## config.mk

```make
export PLATFORM = sky130hd
export DESIGN_NAME = gpio_irq
export DESIGN_NICKNAME = d
export VERILOG_FILES = /design/src/rtl/gpio_irq.sv
export SDC_FILE = /design/constraint.sdc
export NUM_CORES = 1
export LEC_CHECK = 0
export ABC_AREA = 1
export CORE_MARGIN = 5
export CORE_UTILIZATION = 59
export CTS_BUF_LIST = sky130_fd_sc_hd__clkbuf_2
export DETAILED_ROUTE_END_ITERATION = 10
export PLACE_DENSITY = 0.93
export SETUP_SLACK_MARGIN = 0.1
export SYNTH_ARGS = -nofsm -noshare
export SYNTH_HDL_FRONTEND = slang
export SYNTH_SLANG_ARGS = --single-unit
```

## constraint.sdc

```tcl
create_clock -name clk -period 2.85 [get_ports clk]
set_input_delay 0.855 -clock clk [delete_from_list [all_inputs] [get_ports clk]]
set_output_delay 0.855 -clock clk [all_outputs]
set_load 0.03 [all_outputs]
```

## src/rtl/gpio_irq.sv

```systemverilog
// GPIO/system-control peripheral for the 6502 I/O page: direction-controlled port,
// synchronised inputs, edge-capture interrupts with W1C status, sysctl byte. Optional: GPIO_IRQ_DEBOUNCE_EN.
module gpio_irq #(
  parameter int          WIDTH       = 8,
  parameter int          SYNC_STAGES = 2,
  parameter logic [7:0]  ID_VALUE    = 8'hA1,
  parameter logic [15:0] DEB_DIV     = 16'd1000
) (
  input  logic             clk,
  input  logic             rst_n,
  input  logic             cs,
  input  logic             we,
  input  logic [4:0]       addr,
  input  logic [7:0]       din,
  output logic [7:0]       dout,
  input  logic [WIDTH-1:0] gpio_i,
  output logic [WIDTH-1:0] gpio_o,
  output logic [WIDTH-1:0] gpio_oe,
  output logic [7:0]       sysctl,
  output logic             irq
);

  localparam logic [2:0] REG_OUT     = 3'd0;
  localparam logic [2:0] REG_DIR     = 3'd1;
  localparam logic [2:0] REG_PIN     = 3'd2;
  localparam logic [2:0] REG_RISE_EN = 3'd3;
  localparam logic [2:0] REG_FALL_EN = 3'd4;
  localparam logic [2:0] REG_STAT    = 3'd5;
  localparam logic [2:0] REG_SYSCTL  = 3'd6;
  localparam logic [2:0] REG_ID      = 3'd7;

  if (WIDTH < 1 || WIDTH > 32) begin : g_bad_width
    $error("gpio_irq: WIDTH must be 1..32");
  end
  if (SYNC_STAGES < 2 || SYNC_STAGES > 4) begin : g_bad_sync
    $error("gpio_irq: SYNC_STAGES must be 2..4");
  end
  if (DEB_DIV < 16'd2) begin : g_bad_div
    $error("gpio_irq: DEB_DIV must be 2..65535");
  end

  logic [WIDTH-1:0] r_out;
  logic [WIDTH-1:0] r_dir;
  logic [WIDTH-1:0] r_rise_en;
  logic [WIDTH-1:0] r_fall_en;
  logic [WIDTH-1:0] r_stat;
  logic [7:0]       r_sysctl;
  logic [7:0]       r_dout;
  logic [WIDTH-1:0] r_sync [SYNC_STAGES];
  logic [WIDTH-1:0] r_pin_p;

  logic             w_wr;
  logic             w_rd;
  logic [2:0]       w_sel;
  logic [1:0]       w_lane;
  logic [WIDTH-1:0] w_mask;
  logic [WIDTH-1:0] w_wdata;
  logic [WIDTH-1:0] w_pin_s;
  logic [WIDTH-1:0] w_pin_c;
  logic [WIDTH-1:0] w_set;
  logic [WIDTH-1:0] w_clr;
  logic [31:0]      w_rd32;
  logic [7:0]       w_rdata;

  assign w_wr   = cs & we;
  assign w_rd   = cs & ~we;
  assign w_sel  = addr[4:2];
  assign w_lane = addr[1:0];

  // Byte-lane write mask and replicated write data, clipped to WIDTH
  always_comb begin
    w_mask  = '0;
    w_wdata = '0;
    for (int i = 0; i < WIDTH; i++) begin
      w_mask[i]  = ((i / 8) == int'(w_lane));
      w_wdata[i] = din[i % 8];
    end
  end

  function automatic logic [WIDTH-1:0] merge(input logic [WIDTH-1:0] old_v,
                                             input logic [WIDTH-1:0] mask,
                                             input logic [WIDTH-1:0] data);
    return (old_v & ~mask) | (data & mask);
  endfunction

  always_ff @(posedge clk or negedge rst_n) begin
    if (!rst_n) begin
      r_out     <= '0;
      r_dir     <= '0;
      r_rise_en <= '0;
      r_fall_en <= '0;
      r_sysctl  <= '0;
    end else if (w_wr) begin
      case (w_sel)
        REG_OUT:     r_out     <= merge(r_out, w_mask, w_wdata);
        REG_DIR:     r_dir     <= merge(r_dir, w_mask, w_wdata);
        REG_RISE_EN: r_rise_en <= merge(r_rise_en, w_mask, w_wdata);
        REG_FALL_EN: r_fall_en <= merge(r_fall_en, w_mask, w_wdata);
        REG_SYSCTL:  if (w_lane == 2'd0) r_sysctl <= din;
        default:     ;
      endcase
    end
  end

  always_ff @(posedge clk or negedge rst_n) begin
    if (!rst_n) begin
      for (int i = 0; i < SYNC_STAGES; i++) r_sync[i] <= '0;
    end else begin
      r_sync[0] <= gpio_i;
      for (int i = 1; i < SYNC_STAGES; i++) r_sync[i] <= r_sync[i-1];
    end
  end

  assign w_pin_s = r_sync[SYNC_STAGES-1];

`ifdef GPIO_IRQ_DEBOUNCE_EN
  localparam logic [15:0] DIV_M1 = DEB_DIV - 16'd1;

  logic [15:0]      r_presc;
  logic [1:0]       r_deb_cnt [WIDTH];
  logic [WIDTH-1:0] r_pin_c;
  logic             w_tick;

  assign w_tick = (r_presc == 16'd0);

  always_ff @(posedge clk or negedge rst_n) begin
    if (!rst_n) r_presc <= '0;
    else        r_presc <= w_tick ? DIV_M1 : r_presc - 16'd1;
  end

  // A pin only follows pin_s after four consecutive ticks that disagree
  always_ff @(posedge clk or negedge rst_n) begin
    if (!rst_n) begin
      r_pin_c <= '0;
      for (int i = 0; i < WIDTH; i++) r_deb_cnt[i] <= 2'd0;
    end else if (w_tick) begin
      for (int i = 0; i < WIDTH; i++) begin
        if (w_pin_s[i] != r_pin_c[i]) begin
          if (r_deb_cnt[i] == 2'd3) begin
            r_pin_c[i]   <= w_pin_s[i];
            r_deb_cnt[i] <= 2'd0;
          end else begin
            r_deb_cnt[i] <= r_deb_cnt[i] + 2'd1;
          end
        end else begin
          r_deb_cnt[i] <= 2'd0;
        end
      end
    end
  end

  assign w_pin_c = r_pin_c;
`else
  assign w_pin_c = w_pin_s;
`endif

  always_ff @(posedge clk or negedge rst_n) begin
    if (!rst_n) r_pin_p <= '0;
    else        r_pin_p <= w_pin_c;
  end

  assign w_set = ((w_pin_c & ~r_pin_p) & r_rise_en) | ((~w_pin_c & r_pin_p) & r_fall_en);
  assign w_clr = (w_wr && (w_sel == REG_STAT)) ? (w_mask & w_wdata) : '0;

  // Set is applied after clear so a colliding edge keeps the bit
  always_ff @(posedge clk or negedge rst_n) begin
    if (!rst_n) r_stat <= '0;
    else        r_stat <= (r_stat & ~w_clr) | w_set;
  end

  always_comb begin
    w_rd32 = '0;
    case (w_sel)
      REG_OUT:     w_rd32[WIDTH-1:0] = r_out;
      REG_DIR:     w_rd32[WIDTH-1:0] = r_dir;
      REG_PIN:     w_rd32[WIDTH-1:0] = w_pin_c;
      REG_RISE_EN: w_rd32[WIDTH-1:0] = r_rise_en;
      REG_FALL_EN: w_rd32[WIDTH-1:0] = r_fall_en;
      REG_STAT:    w_rd32[WIDTH-1:0] = r_stat;
      REG_SYSCTL:  w_rd32 = {24'h000000, r_sysctl};
      REG_ID:      w_rd32 = {16'h0000, 8'(WIDTH), ID_VALUE};
      default:     w_rd32 = '0;
    endcase
  end

  assign w_rdata = w_rd32[{w_lane, 3'b000} +: 8];

  always_ff @(posedge clk or negedge rst_n) begin
    if (!rst_n)    r_dout <= '0;
    else if (w_rd) r_dout <= w_rdata;
  end

  assign dout    = r_dout;
  assign gpio_o  = r_out;
  assign gpio_oe = r_dir;
  assign sysctl  = r_sysctl;
  assign irq     = |r_stat;

endmodule

```

## After elaboration in Yosys (flattened, before gate mapping)

Index checks and enable logic that the tools add are counted.

| storage, ports and cells | value |
|---|---|
| flip-flop bits (word level) | 80 |
| input port bits | 25 |
| output and inout port bits | 33 |
| word-level logic and storage cells | 54 |

| cells by class | value |
|---|---|
| equality and inequality tests | 7 |
| shifts and indexed selects | 1 |
| muxes and demuxes | 3 |
| bitwise operators | 23 |
| reductions and logical operators | 10 |

Operator list:

| cell | count |
|---|---|
| 8-bit bitwise AND | 10 |
| 8-bit case mux with 8 select lines | 1 |
| 8-bit OR | 6 |
| 8-bit inverter | 4 |
| 32-bit by 6-bit variable part select with 8-bit output | 1 |
| 3-bit equality test, second input constant | 4 |
| 8-bit 2-to-1 mux | 1 |
| 2-bit AND reduction | 4 |
| 8-bit OR reduction | 1 |
| 3-bit by 2-bit equality test with 1-bit output, second input constant | 2 |
| 2-bit logical NOT | 2 |
| 4-bit 2-to-1 mux | 1 |
| 3-bit by 1-bit equality test with 1-bit output, second input constant | 1 |
| 3-bit logical NOT | 1 |
| 3-bit AND reduction | 1 |
| 1-bit bitwise AND | 2 |
| 1-bit logical AND | 1 |
| 1-bit inverter | 1 |

## Logic depth before layout (Yosys ltp)

| logic depth | value |
|---|---|
| word-level depth | 6 |
| mapped depth | 10 |
| mapped depth without buffers | 9 |

## Worst setup path after synthesis

OpenSTA, ideal clock, no wires.

| timing | value |
|---|---|
| path kind | input -> register |
| start | in addr[3] |
| end | reg r_stat[0] |
| library setup time | 0.146 ns |
| arrival | 1.715 ns |
| required time | 2.704 ns |
| slack | 0.990 ns |
| stages on the path | 7 |
| path buffers | 1 |
| path through | buf_2 -> inv_1 -> nand3_1 -> inv_1 -> nand2_1 -> o21ai_0 -> o311ai_0 |

| between the ends | value |
|---|---|
| word-level cells in the longest chain between the ends | 6 |

RTL lines:

| item | line | text |
|---|---|---|
| from (decl) | 13 | `input logic [4:0] addr,` |
| 3-bit equality test | 163 | `assign w_clr = (w_wr && (w_sel == REG_STAT)) ? (w_mask & w_wdata) : '0;` |
| 1-bit logical AND | 163 |  |
| 8-bit 2-to-1 mux | 163 |  |
| 8-bit inverter | 168 | `else r_stat <= (r_stat & ~w_clr) \| w_set;` |
| 8-bit bitwise AND | 168 |  |
| 8-bit OR | 168 |  |
| to (signal assigned) | 168 |  |
| to (decl) | 46 | `logic [WIDTH-1:0] r_stat;` |

No other way between the ends.
A chain may end at the register's enable or synchronous reset.

## Worst setup path in the final report

| timing | value |
|---|---|
| start | reg r_stat[0] |
| end | out irq |

| between the ends | value |
|---|---|
| word-level cells in the longest chain between the ends | 1 |

RTL lines:

| item | line | text |
|---|---|---|
| 8-bit OR reduction | 197 | `assign irq = \|r_stat;` |
| to (decl) | 20 | `output logic irq` |

No other way between the ends.

==> impl_metrics.csv <==
group,metric,value,unit
run_status,outcome,"completed",
critical_path,path_max_fanout,3,
sta,setup_viol,0,
clock_network,root_buffer,"clkbuf_2",
placement,dp_hpwl,5840,microns
finish,drive_gt1_share,6.55,%
critical_path,crit_family,"flip-flops",
route,avgRoutedWirePerCell,15.2,microns
global_route,first_global_vias,2707,
yosys,synth_seq_cells,80,
sta,fin_crit_sh,90.1,%
finish,area_growth,23.6,%
sta,finalCriticalPeriod,2570,ps
finish,nNetsFinal,463,
sta,finClkSkew,19.6,ps
yosys,syn_area_per_cell,8.92,sq um
route,first_iter_violations,232,
global_route,grt_antenna_before_repair,0,
die,die_h,85.2,microns
placement,io_buffer_count,57,
sta,fin_tns_setup,0,ps
sta,drv_slew,0,
yosys,syn_inst,374,
critical_path,slowest_delay,440,ps
sta,rsz0062_at_grt,"no",
sta,hold_viol_final,0,
finish,regArea,0.00200,sq mm
clock_network,clkSlewWorstSetupHoldPaths,200,ps
sta,fmax,390,MHz
route,drt-pass1-iter-count,5,
die,core,0.00551,sq mm
run,max-cap-violations,0,
critical_path,slowest_stage,"dfrtp_1",
power,ir_worst_vdd,0.473,mV
clock_network,post-cts-setup-buffer-count,0,
yosys,seq_area_frac_synth,60.0,%
critical_path,required,2000,ps
power,p_per_area,596,mW/mm^2
yosys,syn_nets,399,
clock_network,cts_tree,"yes",
clock_network,ctsHoldBuffers,0,
finish,antennaDiodeCount,0,
hold_path,worstHoldPathType,"in2async",
die,die_area,0.00726,sq mm
route,viasPerCell,5.46,
clock_network,cts_sinks,80,
critical_path,worstSetupStartpointType,"flop",
clock_network,cts_buffers,9,
global_route,grt_max_degree,42,
finish,multi_input_area,0.00114,sq mm
global_route,grt_pass1_wl,13300,microns
power,finalPower,0.00246,W
placement,gp_congestion,0.877,
yosys,synthesis.area,0.00334,sq mm
global_route,grt_overflow,0,
yosys,ys_warn_count,0,
global_route,track_usage,23.5,%
route,finalWirelength,7850,microns
power,cellLeakagePower,1.96,nW
critical_path,path_class,"reg2out",
sta,worst_slew_pin_slew,529,ps
die,initial_utilization,60.6,%
critical_path,worst-path-buf-inv,1,
die,die_w,85.2,microns
die,rows,27,
die,io_pins,58,
clock_network,insertion_delay,520,ps
yosys,synth.distinct_cells,25,
finish,final.fill_count,389,
route,dr_total_vias,2811,
critical_path,crit_chain,"nor4_2, nand2_1, dlygate4sd2_1",
sta,relSlewSlack,64.7,%
critical_path,cp_data_arrival_time,1710,ps
clock_network,clockBufferDepth,2,
route,drcViolationCount,0,
clock_network,cts_max_level,3,
critical_path,crit_path_end_kind,"output port",
route,final_antenna_net_count,0,
## layer usage
layer  track usage, %  vias to the layer above  share of wire (%)
li1                 -                     1345                  -
met1             31.5                     1346                 43
met2             38.0                      108                 49
met3             4.37                       12                6.7
met4             9.06                        0                1.5
met5                0                        -                  0
## repair_timing
item,4_1_cts,5_1_grt
endpoints found under the hold margin,0,0
resized for setup,1,1
setup endpoints to repair,1,1
## placed cells by master, fill, tap and decap left out
cell / netlist / layout
a21oi_1: 1 / 1
o211ai_1: 2 / 2
dfrtp_1: 80 / 80
inv_6: 0 / 1
nor4_2: 0 / 1
or2_2: 1 / 1
buf_12: 0 / 1
buf_4: 0 / 5
inv_1: 35 / 35
o21ai_0: 53 / 53
o22ai_1: 4 / 4
and3_1: 2 / 2
nand3_1: 15 / 15
nor2_1: 28 / 28
inv_2: 2 / 2
o21ai_1: 1 / 1
dlygate4sd2_1: 0 / 1
clkinv_1: 0 / 1
clkdlybuf4s50_1: 0 / 55
o311ai_0: 5 / 5
a21boi_0: 1 / 1
nand2_1: 122 / 122
bufinv_16: 0 / 2
nor3_4: 1 / 1
nand4_1: 5 / 5
clkinvlp_4: 0 / 1
o211a_1: 1 / 1
nor4_1: 2 / 1
o221ai_1: 1 / 1
clkbuf_2: 0 / 11
nand3_2: 2 / 2
nor2_4: 1 / 1
## power by group
part | leakage (nW) | switching (W) | internal, W | total (W)
clock network | 0.0802 | 0.000374 | 0.000298 | 0.000672
registers | 0.996 | 0.0000894 | 0.00124 | 0.00133
logic | 0.880 | 0.000268 | 0.000183 | 0.000451
## through the flow
step	instances	setup slack (ps)	hold WS [ps]	instance area [sq um]	utilization (%)
2_1_floorplan	374	990	331	3340	-
3_3_place_gp	499	275	332	3980	72.3
3_5_place_dp	499	132	336	3980	72.3
4_1_cts	515	190	261	4120	74.8
5_1_grt	515	132	257	4120	74.9
6_report	515	283	282	4120	74.9
## logic make-up (layout without fill, tap and decap cells)
group                  count (synthesis)  count (layout)  share of synthesized area, %
AO/OA/AOI/OAI                         69              69                          11.6
buffers and inverters                 46             115                          6.00
flip-flops                            80              80                          60.0
AND/OR/NAND/NOR                      179             179                          22.4
## area by class of cell
type / count / share of cell area, %
clock inverter: 5 / 1.94
clock buffer: 11 / 1.34
multi-input combinational: 248 / 27.6
sequential: 80 / 48.6
inverter: 37 / 3.37
tap: 72 / 2.19
timing repair buffer: 62 / 15.0
## path summary, 6_finish.rpt
check | start | to | slack, ps | depth (start not counted)
max | r_stat[0] | irq | 280 | 3
min | rst_n | r_sync[11] | 280 | 1
max reg2reg | w_pin_c[6] | dout[6] | 1730 | 6
min reg2reg | r_sync[8] | w_pin_c[0] | 360 | 0
max in group asynchronous | rst_n | r_pin_p[0] | 1970 | 2
min in group clk | r_sync[8] | w_pin_c[0] | 360 | 0
## worst register-to-register path, stage by stage, from the launching register on
cell	delay [ps]
dfrtp_1	440
inv_1	100
o21ai_0	110
inv_1	70
nand2_1	40
o21ai_0	180
nand2_1	80
## cells in the mapped netlist, drive strengths merged
library cell	instances	area (sq um)
and3	2	12.5
a21boi	1	7.51
o211ai	2	15.0
o22ai	4	25.0
o311ai	5	43.8
clkbuf	2	7.51
nor2	29	116
a21oi	1	5.00
buf	7	53.8
nor4	2	12.5
dfrtp	80	2000
inv	37	139
o211a	1	10.0
nand2	122	458
or2	1	6.26
o21ai	54	270
nand4	5	31.3
nand3	17	95.1
nor3	1	16.3
o221ai	1	8.76
Note: power is estimated with default switching activity, not from simulation.
